--- src/rtl/mem_arbiter.sv ---
// mem_arbiter: round-robin arbiter giving a processor port and a loader port
// single-transaction access to a fixed-latency synchronous memory.
module mem_arbiter #(
    parameter int RD_LAT = 1,
    parameter int AW     = 16,
    parameter int DW     = 16
) (
    input  logic          CLK,
    input  logic          Reset,
    input  logic          cpu_req,
    input  logic          cpu_we,
    input  logic [AW-1:0] cpu_addr,
    input  logic [DW-1:0] cpu_wdata,
    output logic          cpu_ack,
    input  logic          ld_req,
    input  logic          ld_we,
    input  logic [AW-1:0] ld_addr,
    input  logic [DW-1:0] ld_wdata,
    output logic          ld_ack,
    input  logic          ld_lock,
    output logic [DW-1:0] rdata,
    output logic          mem_en,
    output logic          mem_we,
    output logic [AW-1:0] mem_addr,
    output logic [DW-1:0] mem_wdata,
    input  logic [DW-1:0] mem_rdata,
    output logic          busy,
    output logic          grant_id
);
    typedef enum logic [1:0] {IDLE, ISSUE, WAIT, RESP} state_t;

    state_t        state_q, state_d;
    logic [1:0]    cnt_q, cnt_d;
    logic          last_q, last_d;
    logic          gid_q, gid_d;
    logic          we_q, we_d;
    logic [AW-1:0] addr_q, addr_d;
    logic [DW-1:0] wdata_q, wdata_d;
    logic [DW-1:0] rdata_q, rdata_d;
    logic          mem_en_q, mem_en_d;
    logic          mem_we_q, mem_we_d;
    logic          cpu_ack_q, cpu_ack_d;
    logic          ld_ack_q, ld_ack_d;
    logic          busy_q, busy_d;
    logic          cpu_ok, pick;

    assign cpu_ok = cpu_req & ~ld_lock;
    // 1 selects the loader; on a tie the port that did not win last time goes
    assign pick   = (cpu_ok & ld_req) ? ~last_q : ld_req;

    always_comb begin
        state_d   = state_q;
        cnt_d     = cnt_q;
        last_d    = last_q;
        gid_d     = gid_q;
        we_d      = we_q;
        addr_d    = addr_q;
        wdata_d   = wdata_q;
        rdata_d   = rdata_q;
        mem_en_d  = 1'b0;
        mem_we_d  = 1'b0;
        cpu_ack_d = 1'b0;
        ld_ack_d  = 1'b0;
        case (state_q)
            IDLE: if (cpu_ok | ld_req) begin
                state_d  = ISSUE;
                gid_d    = pick;
                last_d   = pick;
                we_d     = pick ? ld_we : cpu_we;
                addr_d   = pick ? ld_addr : cpu_addr;
                wdata_d  = pick ? ld_wdata : cpu_wdata;
                mem_en_d = 1'b1;
                mem_we_d = we_d;
            end
            ISSUE: if (we_q) begin
                state_d   = RESP;
                cpu_ack_d = ~gid_q;
                ld_ack_d  = gid_q;
            end else begin
                state_d = WAIT;
                cnt_d   = 2'(RD_LAT);
            end
            WAIT: begin
                cnt_d = cnt_q - 2'd1;
                if (cnt_q == 2'd1) begin
                    state_d   = RESP;
                    rdata_d   = mem_rdata;
                    cpu_ack_d = ~gid_q;
                    ld_ack_d  = gid_q;
                end
            end
            RESP: state_d = IDLE;
        endcase
        busy_d = state_d != IDLE;
    end

    always_ff @(posedge CLK or negedge Reset) begin
        if (!Reset) begin
            state_q   <= IDLE;
            cnt_q     <= '0;
            last_q    <= 1'b1;
            gid_q     <= 1'b0;
            we_q      <= 1'b0;
            addr_q    <= '0;
            wdata_q   <= '0;
            rdata_q   <= '0;
            mem_en_q  <= 1'b0;
            mem_we_q  <= 1'b0;
            cpu_ack_q <= 1'b0;
            ld_ack_q  <= 1'b0;
            busy_q    <= 1'b0;
        end else begin
            state_q   <= state_d;
            cnt_q     <= cnt_d;
            last_q    <= last_d;
            gid_q     <= gid_d;
            we_q      <= we_d;
            addr_q    <= addr_d;
            wdata_q   <= wdata_d;
            rdata_q   <= rdata_d;
            mem_en_q  <= mem_en_d;
            mem_we_q  <= mem_we_d;
            cpu_ack_q <= cpu_ack_d;
            ld_ack_q  <= ld_ack_d;
            busy_q    <= busy_d;
        end
    end

    assign cpu_ack   = cpu_ack_q;
    assign ld_ack    = ld_ack_q;
    assign rdata     = rdata_q;
    assign mem_en    = mem_en_q;
    assign mem_we    = mem_we_q;
    assign mem_addr  = addr_q;
    assign mem_wdata = wdata_q;
    assign busy      = busy_q;
    assign grant_id  = gid_q;
endmodule

--- config.mk ---
export PLATFORM = sky130hd
export DESIGN_NAME = mem_arbiter
export DESIGN_NICKNAME = d
export VERILOG_FILES = /design/src/rtl/mem_arbiter.sv
export SDC_FILE = /design/constraint.sdc
export NUM_CORES = 1
export LEC_CHECK = 0
export BUFFER_PORTS_ARGS = -buffer_cell sky130_fd_sc_hd__buf_4
export CAP_MARGIN = 20
export CORE_MARGIN = 1.5
export CORE_UTILIZATION = 43
export DETAILED_ROUTE_END_ITERATION = 10
export GPL_TIMING_DRIVEN = 0
export PLACE_DENSITY = 0.88
export SETUP_SLACK_MARGIN = 0.3
export SLEW_MARGIN = 20
export SYNTH_ARGS = -nofsm -noshare
export SYNTH_HDL_FRONTEND = slang
export SYNTH_SLANG_ARGS = --single-unit
--- constraint.sdc ---
create_clock -name CLK -period 1.4 [get_ports CLK]
set_input_delay 0.14 -clock CLK [delete_from_list [all_inputs] [get_ports CLK]]
set_output_delay 0.14 -clock CLK [all_outputs]
set_load 0.05 [all_outputs]
# --- Word level (Yosys, flattened, before mapping) ---
# Cells that the tools add are included.
word_totals:
  ram_bits: 0
  word_cells: 51
  reg_bits: 60
  latchBits: 0
  input_bits: 87
  rom_bits: 0
  n_memories: 0
op_classes:
  n_addsub: 1
  mux: 20
  div_mod_pow: 0
  reduce_logical: 6
  eq_ne: 5
  n_shift: 0
  multipliers: 0
  order_cmp: 0
  bitwise: 6
op_table:
  columns: ["cell", "count"]
  rows:
  - ["2-to-1 mux 16 bit", 2]
  - ["2-to-1 mux 1 bit", 11]
  - ["case mux 2 bit (4 select lines)", 1]
  - ["2-to-1 mux 2 bit", 3]
  - ["AND reduction 2 bit", 3]
  - ["== test 2 x 1 -> 1 bit, second input constant", 2]
  - ["== test 2 bit, second input constant", 2]
  - ["case mux 1 bit (2 select lines)", 2]
  - ["case mux 2 bit (2 select lines)", 1]
  - ["nonzero test 2 bit", 2]
  - ["inverter 1 bit", 3]
  - ["bitwise AND 1 bit", 2]
  - ["logical NOT 2 bit", 1]
  - ["inequality test 2 bit, second input constant", 1]
  - ["subtractor 2 x 1 -> 2 bit, second input constant", 1]
  - ["OR 1 bit", 1]

# --- Logic depth before layout (Yosys ltp) ---
# Gate-level depths: netlist of run 1.
depth:
  word_depth: 7
  depth_mapped: 6

# --- Worst setup path before layout of run 1 ---
# Ideal clock, no wire load.
synth_timing:
  kind: "flip-flop to flip-flop"
  from: "register state_q[0]"
  to: "register rdata_q[0] (netlist: rdata[0])"
  synth_period_minus_slack_ns: 1.550
  path_stages_with_launch: 6
  setup_slack_ns: -0.150
  setup_ns: 0.125
  required_ns: 1.275
  arrival_time_ns: 1.425
  n_path_buf: 1
  path_cell_list: "dfrtp_1 > inv_1 > ha_1 > nand2_1 > buf_2 > mux2_2"
synth_between:
  elab_chain_len: 2
synth_lines:
  columns: ["element", "line", "source"]
  rows:
  - ["from (decl)", "32", "state_t state_q, state_d;"]
  - ["from (signal assigned)", "113", "state_q <= state_d;"]
  - ["== test 2 bit", "64", "case (state_q)"]
  - ["AND reduction 2 bit (no source line)", null, null]
  - ["to (signal assigned)", "120", "rdata_q <= rdata_d;"]
  - ["to (decl)", "39", "logic [DW-1:0] rdata_q, rdata_d;"]
# No other way between the ends.
# A chain may end at the register's enable or synchronous reset.

# --- Worst setup path after layout of run 1 ---
layout_timing:
  from: "register last_q"
  to: "register wdata_q[2] (netlist: mem_wdata[2])"
layout_between:
  elab_chain_len: 3
layout_lines:
  columns: ["element", "line", "source"]
  rows:
  - ["from (decl)", "34", "logic last_q, last_d;"]
  - ["from (signal assigned)", "115", "last_q <= last_d;"]
  - ["inverter 1 bit", "49", "assign pick = (cpu_ok & ld_req) ? ~last_q : ld_req;"]
  - ["2-to-1 mux 1 bit", "49", null]
  - ["2-to-1 mux 16 bit", "71", "wdata_d = pick ? ld_wdata : cpu_wdata;"]
  - ["to (signal assigned)", "119", "wdata_q <= wdata_d;"]
  - ["to (decl)", "38", "logic [DW-1:0] wdata_q, wdata_d;"]
# No other way between the ends.

==> metrics.txt, run 1 <==
# TYPE chip_impl_metric gauge
chip_impl_info{name="primary_ff_master_synth",value="sky130_fd_sc_hd__dfrtp_1"} 1
chip_impl_metric{name="syn-num-nets",unit=""} 395
chip_impl_metric{name="die_area",unit="um2"} 7880
chip_impl_info{name="netlist.top_cell.by_area",value="sky130_fd_sc_hd__dfrtp_1"} 1
chip_impl_metric{name="finalWeightedCongestion",unit=""} 0.790
chip_impl_info{name="timing.setup.critical_path_class",value="flop to flop"} 1
chip_impl_metric{name="areaGrowthSynthToFinish",unit="%"} 68.7
chip_impl_metric{name="largest_net_degree_at_the_start_of_global_routing",unit=""} 61
chip_impl_metric{name="reg2reg_setup_slack",unit="ns"} -0.04
chip_impl_metric{name="synth-warning-count",unit=""} 0
chip_impl_metric{name="max-vdd-ir-drop",unit="uV"} 1100
chip_impl_metric{name="netlist_instances",unit=""} 304
chip_impl_info{name="violations_in_the_final_reports",value="negative setup slack"} 1
chip_impl_metric{name="synth_sequential_area_ratio",unit=""} 0.475
chip_impl_metric{name="placement.io_buffers",unit=""} 139
chip_impl_metric{name="floorplan.rows",unit=""} 31
chip_impl_metric{name="critical_path_peak_fanout",unit=""} 10
chip_impl_metric{name="ports",unit=""} 141
chip_impl_metric{name="final_cell_count_no_fill",unit=""} 575
chip_impl_metric{name="grt_remaining_overflow",unit=""} 0
chip_impl_metric{name="syn-mean-instance-area",unit="um2"} 10.4
chip_impl_metric{name="groute.usage.overall",unit=""} 0.278
chip_impl_metric{name="detail_route.first_pass.iterations",unit=""} 5
chip_impl_metric{name="worst_pin_slew",unit="ns"} 0.776
chip_impl_metric{name="antenna_violating_nets_post_route",unit=""} 0
chip_impl_metric{name="synth-edff-count",unit=""} 0
chip_impl_metric{name="setup_ws",unit="ns"} -0.0443
chip_impl_info{name="critical_path.reg2reg.startpoint",value="last_q$_DFFE_PN1P_"} 1
chip_impl_metric{name="number_of_global_route_vias_before_repair",unit=""} 3310
chip_impl_metric{name="clk_transition_reported_paths",unit="ns"} 0.09
chip_impl_metric{name="timing.max_cap.violations",unit=""} 0
chip_impl_metric{name="grt_pass1_wl",unit="um"} 16400
chip_impl_metric{name="antenna_found_initial",unit=""} 0
chip_impl_info{name="hold_start",value="mem_rdata[10]"} 1
chip_impl_metric{name="clock_sinks",unit=""} 60
chip_impl_info{name="tritoncts",value="built"} 1
chip_impl_metric{name="initial_utilization",unit=""} 0.441
chip_impl_info{name="holdPathEnd",value="rdata[10]$_DFFE_PN0P_"} 1
chip_impl_metric{name="inserted_clock_buffers",unit=""} 9
chip_impl_info{name="unrepaired_setup_endpoints_after_global_routing",value="yes"} 1
chip_impl_info{name="status",value="finished, violations left"} 1
chip_impl_metric{name="hold_violations_final",unit=""} 0
chip_impl_metric{name="post_synth_instance_area",unit="um2"} 3160
chip_impl_metric{name="postSynth.asyncResetShare",unit=""} 1.00
chip_impl_info{name="ranking_of_synthesized_cells_by_instance_count",value="59 x sky130_fd_sc_hd__dfrtp_1, 39 x sky130_fd_sc_hd__inv_1, 36 x sky130_fd_sc_hd__nand2_1"} 1
chip_impl_metric{name="vias_per_inst",unit=""} 5.50
chip_impl_metric{name="post_route_cells_drive_above_1_share",unit=""} 0.580
chip_impl_metric{name="routedWlPerCell",unit="um"} 19.8
chip_impl_metric{name="die_w",unit="um"} 88.8
chip_impl_metric{name="clk_latency",unit="ns"} 0.36
chip_impl_metric{name="critPathArrivalTime",unit="ns"} 1.67
chip_impl_metric{name="timing.final.crit_period",unit="ns"} 1.44
chip_impl_metric{name="synth_cell_type_count",unit=""} 30
chip_impl_metric{name="layout.cell_area.non_filler",unit="um2"} 5330
chip_impl_info{name="synth.most_common_cell",value="sky130_fd_sc_hd__dfrtp_1"} 1
chip_impl_metric{name="clock_skew",unit="ns"} 0.0132
chip_impl_metric{name="route.final.wire_length",unit="um"} 11400
chip_impl_metric{name="hold_depth",unit=""} 2
chip_impl_metric{name="clock.fmax",unit="GHz"} 0.692
chip_impl_metric{name="final_tns_setup",unit="ns"} -0.148
chip_impl_metric{name="cts-root-to-sink-buffers",unit=""} 2
chip_impl_metric{name="first_iter_violations",unit=""} 171
chip_impl_metric{name="core_region_area",unit="um2"} 7180
chip_impl_metric{name="dr_total_vias",unit=""} 3165
chip_impl_metric{name="final_max_slew_viol_count",unit=""} 0
chip_impl_metric{name="r2r.worst_path.cells",unit=""} 5
chip_impl_info{name="worst_setup_start_kind",value="flop"} 1
chip_impl_metric{name="dp.cells",unit=""} 542
chip_impl_info{name="min_path_type",value="primary input to flop"} 1
chip_impl_metric{name="die_height",unit="um"} 88.8
chip_impl_metric{name="setup-violations-final",unit=""} 10
chip_impl_metric{name="area_after_detailed_placement",unit="um2"} 4450
chip_impl_info{name="cts.root.buffer_cell",value="sky130_fd_sc_hd__clkbuf_8"} 1
chip_impl_metric{name="yosys.area.top_type_share",unit=""} 0.467
chip_impl_metric{name="leakagePower",unit="uW"} 0.00258
chip_impl_info{name="reg2reg_to",value="mem_wdata[2]$_DFFE_PN0P_"} 1
chip_impl_metric{name="drcViolationCount",unit=""} 0
chip_impl_metric{name="timing.critical_path.required",unit="ns"} 1.62
chip_impl_metric{name="slew-limit-headroom",unit=""} 0.483
chip_impl_metric{name="design_power_total",unit="uW"} 13500
chip_impl_info{name="netlist_top_cells_area",value="sky130_fd_sc_hd__dfrtp_1 47%, sky130_fd_sc_hd__mux2_2 6.1%, sky130_fd_sc_hd__o221a_2 5.7%"} 1
chip_impl_metric{name="worst_hold_slack",unit="ns"} 0.0103
chip_impl_metric{name="final_min_period_over_clock_period",unit=""} 1.03
chip_impl_metric{name="cts.htree.levels",unit=""} 3
chip_impl_info{name="crit_path_end_kind",value="flop"} 1
chip_impl_metric{name="place.detailed.hpwl",unit="um"} 6590
chip_impl_metric{name="n_antenna_cell",unit=""} 0
chip_impl_metric{name="final_nets",unit=""} 562
chip_impl_metric{name="synth.ff_latch_count",unit=""} 60
chip_impl_metric{name="powerDensity",unit="nW/um2"} 2530
flip-flops by register name, indices dropped and copies added, names as in the netlist:
register	count
ld_ack	1
last_q	1
grant_id	1
cpu_ack	1
busy	1
mem_addr	16
mem_en	1
we_q	1
mem_wdata	16
mem_we	1
state_q	2
cnt_q	2
rdata	16
critical path: stages, from the launching register on:
cell and delay (ns):
sky130_fd_sc_hd__dfstp_2 0.55, sky130_fd_sc_hd__and3b_1 0.17, sky130_fd_sc_hd__buf_6 0.16, sky130_fd_sc_hd__buf_12 0.15, sky130_fd_sc_hd__o221a_1 0.20, sky130_fd_sc_hd__a22oi_1 0.09
layout make-up:
| class | count | area (um2) |
|---|---|---|
| buffer | 30 | 285 |
| clock buffer | 9 | 124 |
| clock inverter | 7 | 51.3 |
| fill | 477 | 1840 |
| inverter | 39 | 146 |
| multi-input combinational | 175 | 1760 |
| sequential | 60 | 1500 |
| tap | 99 | 124 |
| timing repair buffer | 156 | 1340 |
report_power, final:
group	internal (uW)	total (uW)	switching, uW	leakage [uW]
Sequential	2600	3230	631	0.000683
Clock	646	1440	789	0.0000856
Combinational	3820	8830	5000	0.00182
Total	7070	13500	6420	0.00258
cell families (layout without fill, tap and decap cells):
family                   after synthesis  count (layout)  share of synthesized area
AND/OR/NAND/NOR                       46              46                     0.0641
buffers and inverters                 69             241                     0.0910
flip-flops                            60              60                      0.475
AO/OA/AOI/OAI                        108             108                      0.293
multiplexers                          17              17                     0.0605
adder cells (fa/ha/maj)                4               4                     0.0158
metal layers:
| layer | routed length [um] | global-route usage | up-vias |
|---|---|---|---|
| li1 | - | - | 1433 |
| met2 | 6080 | 0.490 | 165 |
| met3 | 794 | 0.0765 | 22 |
| met5 | 0 | 0 | - |
| met4 | 220 | 0.105 | 0 |
| met1 | 4270 | 0.321 | 1545 |
per-stage QoR:
stage,util,worst slack (ns)
2_1_floorplan,-,0.0790
6_report,0.743,-0.0443
3_3_place_gp,0.620,-0.0908
5_1_grt,0.743,-0.0979
4_1_cts,0.711,-0.00187
3_5_place_dp,0.620,-0.151
repair_timing:
action	in CTS	in global routing
endpoints found under the hold margin	59	0
pin swaps	13	15
setup endpoints to repair	60	86
hold buffers	1	0
buffers inserted	6	5
cloned	5	0
gates resized for setup	76	48
worst max path at each step:
| stage | start | endpoint | slack [ns] | depth (start not counted) |
|---|---|---|---|---|
| after floorplan | state_q[0]$_DFF_PN0_ | busy$_DFF_PN0_ | 0.08 | 4 |
| after global placement | last_q$_DFFE_PN1P_ | mem_addr[13]$_DFFE_PN0P_ | -0.09 | 4 |
| after detailed placement | last_q$_DFFE_PN1P_ | mem_addr[11]$_DFFE_PN0P_ | -0.15 | 4 |
| after CTS | state_q[0]$_DFF_PN0_ | busy$_DFF_PN0_ | -0.002 | 4 |
| after global routing | last_q$_DFFE_PN1P_ | mem_wdata[2]$_DFFE_PN0P_ | -0.1 | 5 |
| final | last_q$_DFFE_PN1P_ | mem_wdata[2]$_DFFE_PN0P_ | -0.04 | 5 |
placed cells by master, fill, tap and decap left out, drive strengths merged:
master / Yosys / routed
clkbuf: 12 / 21
a21boi: 15 / 15
o221ai: 15 / 15
or4b: 1 / 1
a22oi: 18 / 18
dfrtp: 59 / 59
and2: 1 / 1
clkinv: 0 / 4
inv: 39 / 40
o21ai: 21 / 21
nand2: 36 / 36
ha: 4 / 4
and3b: 1 / 1
mux2: 17 / 17
a21o: 1 / 1
dfstp: 1 / 1
and3: 2 / 2
a2bb2oi: 15 / 15
nand3b: 2 / 2
a32o: 3 / 3
buf: 18 / 173
nand3: 1 / 1
nor2b: 1 / 1
dlygate4sd3: 0 / 1
nor2: 1 / 1
clkinvlp: 0 / 2
a21oi: 2 / 2
o221a: 18 / 18
Power figures use the tool's default switching activity.
==> run 2, diff against run 1 <==
Settings changed: CORE_ASPECT_RATIO set to 0.75, MAX_ROUTING_LAYER set to met4.
==> run 2 against run 1 <==
The flow still finishes with violations (negative setup slack). Setup slack lost 0.021 ns. Flip-flop and latch count is the same. Worst hold slack gained 0.023 ns. Cell area shrank 0.87%. Maximum frequency shrank 1.4%. Highest routed layer unchanged.
==> metrics.txt, run 2 (synthesized netlist as in run 1, its figures left out) <==
# TYPE chip_impl_metric gauge
chip_impl_info{name="status",value="finished, violations left"} 1
chip_impl_info{name="violations_in_the_final_reports",value="negative setup slack"} 1
chip_impl_metric{name="max-vdd-ir-drop",unit="uV"} 1430
chip_impl_metric{name="slowest_delay",unit="ns"} 0.55
chip_impl_metric{name="ports",unit=""} 141
chip_impl_metric{name="largest_net_degree_at_the_start_of_global_routing",unit=""} 61
chip_impl_metric{name="die_w",unit="um"} 102
chip_impl_metric{name="worst_hold_slack",unit="ns"} 0.0337
chip_impl_metric{name="inserted_clock_buffers",unit=""} 9
chip_impl_metric{name="routedWlPerCell",unit="um"} 18.1
chip_impl_metric{name="clock.fmax",unit="GHz"} 0.683
chip_impl_metric{name="cts.htree.levels",unit=""} 3
chip_impl_metric{name="antenna_violating_nets_post_route",unit=""} 0
chip_impl_metric{name="dp.cells",unit=""} 541
chip_impl_metric{name="clock_skew",unit="ns"} 0.00853
chip_impl_metric{name="die_height",unit="um"} 77.3
chip_impl_metric{name="groute.usage.overall",unit=""} 0.248
chip_impl_info{name="path_cells",value="and3b_2, buf_6, clkbuf_16, o221a_4, a22oi_2"} 1
chip_impl_metric{name="slew-limit-headroom",unit=""} 0.467
chip_impl_info{name="unrepaired_setup_endpoints_after_global_routing",value="yes"} 1
chip_impl_info{name="cts.root.buffer_cell",value="sky130_fd_sc_hd__clkbuf_8"} 1
chip_impl_metric{name="post_route_cells_drive_above_1_share",unit=""} 0.582
chip_impl_metric{name="final_nets",unit=""} 560
chip_impl_metric{name="finalWeightedCongestion",unit=""} 0.807
chip_impl_metric{name="setup_ws",unit="ns"} -0.0648
chip_impl_metric{name="critical_path_peak_fanout",unit=""} 5
chip_impl_metric{name="vias_per_inst",unit=""} 5.50
chip_impl_metric{name="dr_total_vias",unit=""} 3145
chip_impl_metric{name="cts-root-to-sink-buffers",unit=""} 2
chip_impl_metric{name="clk_latency",unit="ns"} 0.34
chip_impl_metric{name="leakagePower",unit="uW"} 0.00252
chip_impl_metric{name="antenna_found_initial",unit=""} 0
chip_impl_metric{name="grt_pass1_wl",unit="um"} 14800
chip_impl_metric{name="drcViolationCount",unit=""} 0
chip_impl_info{name="final_common_cell",value="sky130_fd_sc_hd__buf_4"} 1
chip_impl_metric{name="worst_pin_slew",unit="ns"} 0.799
chip_impl_metric{name="reg2reg_setup_slack",unit="ns"} -0.06
chip_impl_metric{name="dp_worst_setup_slack",unit="ns"} -0.198
chip_impl_metric{name="clk_transition_reported_paths",unit="ns"} 0.07
chip_impl_info{name="cp_slowest_cell",value="sky130_fd_sc_hd__dfstp_2"} 1
chip_impl_metric{name="timing.max_cap.violations",unit=""} 0
chip_impl_metric{name="grt_remaining_overflow",unit=""} 0
chip_impl_metric{name="hold_violations_final",unit=""} 0
chip_impl_metric{name="detail_route.first_pass.iterations",unit=""} 4
chip_impl_metric{name="timing.final.crit_period",unit="ns"} 1.46
chip_impl_metric{name="final_min_period_over_clock_period",unit=""} 1.05
chip_impl_metric{name="areaGrowthSynthToFinish",unit="%"} 67.2
chip_impl_metric{name="critPathArrivalTime",unit="ns"} 1.67
chip_impl_metric{name="initial_utilization",unit=""} 0.454
chip_impl_info{name="worst_setup_start_kind",value="flop"} 1
chip_impl_metric{name="core_region_area",unit="um2"} 6960
chip_impl_metric{name="powerDensity",unit="nW/um2"} 2460
chip_impl_metric{name="die_area",unit="um2"} 7880
chip_impl_info{name="crit_path_end_kind",value="flop"} 1
chip_impl_info{name="final_cell_mix",value="145 x sky130_fd_sc_hd__buf_4, 59 x sky130_fd_sc_hd__dfrtp_1, 37 x sky130_fd_sc_hd__inv_1, 34 x sky130_fd_sc_hd__nand2_1, 17 x sky130_fd_sc_hd__mux2_2"} 1
chip_impl_info{name="timing.setup.critical_path_class",value="flop to flop"} 1
chip_impl_metric{name="placement.io_buffers",unit=""} 139
chip_impl_metric{name="final_max_slew_viol_count",unit=""} 0
chip_impl_metric{name="num-fill-cells",unit=""} 483
chip_impl_metric{name="route.final.wire_length",unit="um"} 10400
chip_impl_metric{name="final_cell_count_no_fill",unit=""} 572
chip_impl_info{name="min_path_type",value="primary input to flop"} 1
chip_impl_metric{name="n_antenna_cell",unit=""} 0
chip_impl_info{name="tritoncts",value="built"} 1
chip_impl_metric{name="setup-violations-final",unit=""} 46
chip_impl_metric{name="timing.critical_path.required",unit="ns"} 1.61
chip_impl_metric{name="floorplan.rows",unit=""} 26
chip_impl_metric{name="place.detailed.hpwl",unit="um"} 6650
chip_impl_metric{name="first_iter_violations",unit=""} 143
chip_impl_metric{name="final_util",unit=""} 0.760
chip_impl_metric{name="number_of_global_route_vias_before_repair",unit=""} 3009
chip_impl_metric{name="clock_sinks",unit=""} 60
[run 2: what timing repair did]
| action | 4_1_cts | 5_1_grt |
|---|---|---|
| buffers inserted | 6 | 3 |
| hold endpoints to repair | 59 | 0 |
| pin swaps | 5 | 33 |
| gates cloned | 0 | 5 |
| resized for setup | 13 | 67 |
| hold buffers | 1 | 0 |
| endpoints found under the setup margin | 59 | 60 |
[run 2: cell type report]
cell class              count  area (um2)  share of cell area
clock buffers              13         169              0.0319
multi-input cells         175        1750               0.330
plain buffers              30         278              0.0525
inverters                  39         146              0.0277
clock inverters             3        67.6              0.0128
well taps                  98         123              0.0232
repair buffers            154        1260               0.238
flip-flops and latches     60        1500               0.284
[run 2: metal layers]
metal,track usage,vias to the layer above,wire length (um)
li1,-,1426,-
met1,0.324,1560,4290
met2,0.389,144,5240
met3,0.0556,15,719
met4,0.0644,0,105
met5,-,-,0
[run 2: path summary, 6_finish.rpt]
path | from | end | cells after the start
worst min register to register | cnt_q[1]$_DFFE_PN0P_ | cnt_q[1]$_DFFE_PN0P_ | 1
min in group asynchronous | Reset | rdata[9]$_DFFE_PN0P_ | 2
worst max-delay path | last_q$_DFFE_PN1P_ | mem_wdata[8]$_DFFE_PN0P_ | 5
max in group asynchronous | Reset | mem_addr[1]$_DFFE_PN0P_ | 2
worst min-delay path | mem_rdata[7] | rdata[7]$_DFFE_PN0P_ | 2
worst max register to register | last_q$_DFFE_PN1P_ | mem_wdata[8]$_DFFE_PN0P_ | 5
[run 2: per-stage QoR]
stage	total power [uW]	TNS [ns]	instance area (um2)
after detailed placement	10100	-2.18	4450
after global placement	9890	-1.09	4450
final	13000	-1.44	5290
after floorplan	8040	0	3280
after CTS	12100	0	4790
after global routing	13600	-2.87	5290
[run 2: report_power, final]
| part | internal (uW) | total [uW] | leakage, uW | switching, uW |
|---|---|---|---|---|
| clock | 1150 | 1830 | 0.000116 | 679 |
| combinational | 3240 | 8050 | 0.00172 | 4810 |
| sequential | 2600 | 3110 | 0.000683 | 508 |
| total | 6990 | 13000 | 0.00252 | 6000 |
[run 2: critical path, delay by kind of cell, from the launching register on]
kind / cells / cell delay, ns
AOI/OAI and AO/OA: 2 / 0.23
buffers and inverters: 2 / 0.32
DFF: 1 / 0.55
and+or+nand+nor: 1 / 0.25
